File: config.mk
export PLATFORM = sky130hd
export DESIGN_NAME = axilite_txn_scheduler
export DESIGN_NICKNAME = d
export VERILOG_FILES = /design/src/rtl/axilite_txn_scheduler_pkg.sv /design/src/rtl/axilite_txn_scheduler.sv
export SDC_FILE = /design/constraint.sdc
export NUM_CORES = 1
export LEC_CHECK = 0
export CAP_MARGIN = 40
export CORE_MARGIN = 1
export CORE_UTILIZATION = 38
export DETAILED_ROUTE_END_ITERATION = 10
export GPL_TIMING_DRIVEN = 1
export PLACE_DENSITY = 0.81
export SYNTH_ARGS = -nofsm -noshare
export SYNTH_HDL_FRONTEND = slang
export SYNTH_SLANG_ARGS = --single-unit
File: constraint.sdc
create_clock -name clk -period 2.7 [get_ports clk]
set_input_delay 0.27 -clock clk [delete_from_list [all_inputs] [get_ports clk]]
set_output_delay 0.27 -clock clk [all_outputs]
set_load 0.01 [all_outputs]
File: src/rtl/axilite_txn_scheduler_pkg.sv
`default_nettype none
// +--------------------------------------------------------------------------+
// | axilite_txn_scheduler_pkg                                                |
// | Shared NoC/AXI-lite encodings: scheduler/response FSM states, type codes |
// | Revision: 1.0                                                            |
// +--------------------------------------------------------------------------+
package axilite_txn_scheduler_pkg;

    typedef enum logic [0:0] {
        IDLE  = 1'b0,
        GRANT = 1'b1
    } sched_state_e;

    typedef enum logic [1:0] {
        RSP_IDLE = 2'd0,
        RSP_DATA = 2'd1,
        RSP_DONE = 2'd2
    } rsp_state_e;

    localparam logic [1:0] c_msg_type_load  = 2'd1;
    localparam logic [1:0] c_msg_type_store = 2'd2;

endpackage
`default_nettype wire

File: src/rtl/axilite_txn_scheduler.sv
`default_nettype none
// +--------------------------------------------------------------------------+
// | axilite_txn_scheduler                                                    |
// | Round-robin read/write grant scheduler with outstanding-count and fence  |
// | Revision: 1.0                                                            |
// +--------------------------------------------------------------------------+
module axilite_txn_scheduler
    import axilite_txn_scheduler_pkg::*;
#(
    parameter int         MAX_OUTSTANDING = 16,
    parameter int         ADDR_WIDTH      = 64,
    parameter logic [1:0] MSG_TYPE_LOAD   = c_msg_type_load,
    parameter logic [1:0] MSG_TYPE_STORE  = c_msg_type_store
) (
    input  logic                               clk,
    input  logic                               rst,
    input  logic                               rd_req_valid,
    input  logic [ADDR_WIDTH-1:0]              rd_req_addr,
    output logic                               rd_req_ready,
    input  logic                               wr_req_valid,
    input  logic [ADDR_WIDTH-1:0]              wr_req_addr,
    output logic                               wr_req_ready,
    output logic                               grant_valid,
    output logic                               grant_is_store,
    output logic [ADDR_WIDTH-1:0]              grant_addr,
    input  logic                               grant_ready,
    output logic                               transaction_type_wr,
    output logic [2:0]                         transaction_type_wr_data,
    input  logic                               rsp_done,
    input  logic                               fence,
    output logic [$clog2(MAX_OUTSTANDING):0]   outstanding,
    output logic                               err_underflow
);

    localparam int                 c_cnt_w   = $clog2(MAX_OUTSTANDING) + 1;
    localparam logic [c_cnt_w-1:0] c_cnt_max = c_cnt_w'(MAX_OUTSTANDING);
    localparam logic [c_cnt_w-1:0] c_cnt_one = c_cnt_w'(1);

    sched_state_e              r_state;
    sched_state_e              w_next_state;
    logic                      r_last_store;
    logic                      r_grant_is_store;
    logic [ADDR_WIDTH-1:0]     r_grant_addr;
    logic [c_cnt_w-1:0]        r_outstanding;
    logic                      r_err_underflow;
    logic                      w_can_grant;
    logic                      w_any_valid;
    logic                      w_pick_store;
    logic                      w_accept;
    logic                      w_handshake;

    assign w_any_valid  = rd_req_valid | wr_req_valid;
    assign w_can_grant  = (r_outstanding < c_cnt_max) && !(fence && (r_outstanding != '0));
    // Write wins only when read is absent or read was the last channel granted.
    assign w_pick_store = wr_req_valid && (!rd_req_valid || !r_last_store);

    always_comb begin
        w_next_state = r_state;
        w_accept     = 1'b0;
        w_handshake  = 1'b0;
        rd_req_ready = 1'b0;
        wr_req_ready = 1'b0;
        grant_valid  = 1'b0;
        case (r_state)
            IDLE: begin
                if (w_any_valid && w_can_grant) begin
                    w_accept     = 1'b1;
                    w_next_state = GRANT;
                    wr_req_ready = w_pick_store;
                    rd_req_ready = !w_pick_store;
                end
            end
            GRANT: begin
                grant_valid = 1'b1;
                if (grant_ready) begin
                    w_handshake  = 1'b1;
                    w_next_state = IDLE;
                end
            end
            default: w_next_state = IDLE;
        endcase
    end

    always_ff @(posedge clk or posedge rst) begin
        if (rst) begin
            r_state          <= IDLE;
            r_last_store     <= 1'b1;
            r_grant_is_store <= 1'b0;
            r_grant_addr     <= '0;
        end else begin
            r_state <= w_next_state;
            if (w_accept) begin
                r_last_store     <= w_pick_store;
                r_grant_is_store <= w_pick_store;
                r_grant_addr     <= w_pick_store ? wr_req_addr : rd_req_addr;
            end
        end
    end

    always_ff @(posedge clk or posedge rst) begin
        if (rst) begin
            r_outstanding   <= '0;
            r_err_underflow <= 1'b0;
        end else begin
            if (w_handshake && !rsp_done) begin
                r_outstanding <= r_outstanding + c_cnt_one;
            end else if (rsp_done && !w_handshake) begin
                if (r_outstanding == '0) begin
                    r_err_underflow <= 1'b1;
                end else begin
                    r_outstanding <= r_outstanding - c_cnt_one;
                end
            end
        end
    end

    assign grant_is_store           = r_grant_is_store;
    assign grant_addr               = r_grant_addr;
    assign transaction_type_wr      = w_handshake;
    assign transaction_type_wr_data = {(r_grant_is_store ? MSG_TYPE_STORE : MSG_TYPE_LOAD),
                                       r_grant_addr[3]};
    assign outstanding              = r_outstanding;
    assign err_underflow            = r_err_underflow;

endmodule
`default_nettype wire

==> flow_summary.yaml <==
setup_path:
  crit_fanout: 4
  worstPathArrival_ns: 2.23
  worstSetupStartpointType: "flop"
  crit_type: "reg2out"
  endpoint_kind: "output pin"
  cp.required_ns: 2.43
  r2r_setup_slack_ns: 0.38
synthesis:
  synth_ff_type: "dfrtp_1"
  synthesis.nets: 481
  yosysTopAreaCell: "dfrtp_1"
  ys_warn_count: 0
  ys_ff_latch: 73
  synth_common_cells: "dfrtp_1, nand2_1, mux2i_1, o21ai_0, o21ai_2"
  synth_cell_types: 32
  syn_inst: 339
  seq_area_frac_synth_pct: 50.6
  syn-cell-area_sq_um: 3620
  yosys-top-cells-area: "dfrtp_1, mux2i_1, nand2_1"
  synth_edf_count: 0
  yosysTopAreaCellShare_pct: 49.8
  syn_avg_cell_area_sq_um: 10.7
  synthArstFlopShare_pct: 100
power:
  power_w: 0.00581
  p_leak_nw: 2.69
  p_per_area_nw_per_um2: 959
  max-vdd-ir-drop_uv: 368
sta:
  fmax_mhz: 400
  relSlewSlack_pct: 47.0
  slew_violations: 0
  finalCritPeriodShare_pct: 92.5
  finClkSkew_ns: 0.00896
  period_needed_ns: 2.50
  setup_viol: 0
  worst_pin_slew_ns: 0.795
  rsz0062_at_grt: "no"
  finalHoldViolCount: 0
cells_and_area:
  register_area_sq_um: 1830
  final_util_pct: 65.5
  multi_input_comb_area_sq_um: 1610
  diodes: 0
  syn2layout_area_growth_pct: 67.4
  num-nets-final: 689
  layout-drive-gt1-share_pct: 9.60
  fillers: 767
grt:
  antenna_found_initial: 0
  grt_pass1_vias: 3181
  grt_usage_pct: 19.5
  grt_pass1_wl_microns: 15100
  grt_overflow: 0
  grt_max_degree: 78
floorplanning:
  rows: 35
  die_h_microns: 99.6
  fp.dieArea_sq_um: 9910
  start_util_pct: 39.1
  io_pins: 213
  coreArea_sq_um: 9240
  die_x_microns: 99.6
placed_design:
  hpwl_microns: 7380
  port-buffer-count: 212
  place.gp.congestion: 0.783
clock_tree:
  clk_path_buf_depth: 2
  clock-sinks: 73
  h-tree-depth: 3
  cts.hold.buffers_added: 0
  cts_tree: "yes"
  clk_root_buffer_cell: "clkbuf_8"
  clk_latency_ns: 0.33
  numCtsBuffers: 9
  clk_pin_slew_ns: 0.08
detailed_routing:
  vias_per_cell: 4.65
  dr_total_vias: 3167
  drt_iter0_markers: 93
  drtAntennaViolNets: 0
  drc: 0
  post_drt_wl_per_cell_microns: 13.9
  dr.pass1.iters: 4
  wirelength_microns: 9490
min_path:
  hold_class: "in2async"
outcome:
  status: "finished clean"
flow_run:
  max_cap_viol_count: 0
==> what timing repair did <==
item / in CTS / in global routing
endpoints found under the setup margin: 2 / 1
cloned: 0 / 0
pin swaps: 1 / 1
buffers inserted: 1 / 2
endpoints found under the hold margin: 0 / 0
gates resized for setup: 4 / 3
==> cells in the final DEF, fill, tap and decap left out, types with 2 or more instances in the layout <==
master	netlist	layout
clkdlybuf4s50_1	0	210
nand2_1	72	71
dfrtp_1	72	71
mux2i_1	64	64
o21ai_0	46	46
o21ai_2	21	21
clkbuf_8	3	12
inv_1	9	8
ha_1	6	6
buf_4	3	6
nor2_1	5	5
o21ai_1	2	2
xnor2_1	2	2
a21oi_1	2	2
clkbuf_1	9	2
buf_12	0	2
==> routing by layer <==
layer | GRT usage (%) | routed length [microns] | vias to the layer above
met5 | 0 | 0 | -
met4 | 7.35 | 127 | 0
met1 | 21.6 | 3640 | 1449
met3 | 4.85 | 659 | 12
met2 | 36.0 | 5070 | 124
li1 | - | - | 1582
==> sequential cells by signal (all words and copies together) (netlist names) <==
| name | count |
|---|---|
| outstanding | 5 |
| grant_is_store | 1 |
| grant_addr | 64 |
| r_last_store | 1 |
| r_state | 1 |
| err_underflow | 1 |
==> path summary, 6_finish.rpt <==
kind,from,to,cells after the start
worst max-delay path,outstanding[0]$_DFFE_PP0P_,rd_req_ready,4
worst min register to register,err_underflow$_DFFE_PP0P_,err_underflow$_DFFE_PP0P_,1
min in group clk,err_underflow$_DFFE_PP0P_,err_underflow$_DFFE_PP0P_,1
worst max register to register,outstanding[0]$_DFFE_PP0P_,grant_addr[11]$_DFFE_PP0P_,5
max in group asynchronous,rst,grant_addr[14]$_DFFE_PP0P_,3
worst min-delay path,rst,grant_addr[40]$_DFFE_PP0P_,2
==> stage by stage <==
step | worst slack (ns) | instances | cell area [sq um] | hold slack [ns] | setup TNS, ns
2_1_floorplan | 0.487 | 339 | 3620 | 0.366 | 0
3_3_place_gp | 0.211 | 662 | 5800 | 0.445 | 0
3_5_place_dp | 0.0236 | 662 | 5800 | 0.457 | 0
4_1_cts | -0.0588 | 679 | 6030 | 0.230 | -0.0588
5_1_grt | 0.0860 | 681 | 6050 | 0.254 | 0
6_report | 0.202 | 681 | 6050 | 0.238 | 0
==> logic make-up (layout without fill, tap and decap cells) <==
family,after synthesis,after routing,synth area share (%)
compound gates,77,77,13.4
xor+xnor,3,3,0.727
fa+ha+maj,7,7,2.63
buf+inv,32,245,5.74
flops,73,73,50.6
mux,65,65,18.0
simple gates,82,82,8.96
==> critical path, cell delays in order (launching register included) <==
cell           delay (ns)
dfrtp_1              0.39
or4_4                0.59
a2111o_2             0.52
nor2_1               0.12
dlygate4sd2_1        0.27
==> final cells by class <==
class	count	share of cell area, %
flip-flops and latches	73	30.2
repair buffers	220	36.5
clock buffers	14	2.85
inverters	9	0.558
well taps	129	2.67
clock inverters	2	0.579
multi-input cells	234	26.7
==> report_power, final <==
group / internal, W / switching, W
Sequential: 0.00163 / 0.000310
Clock: 0.000503 / 0.000376
Combinational: 0.00163 / 0.00136
Total: 0.00376 / 0.00205
Power figures use the tool's default switching activity.
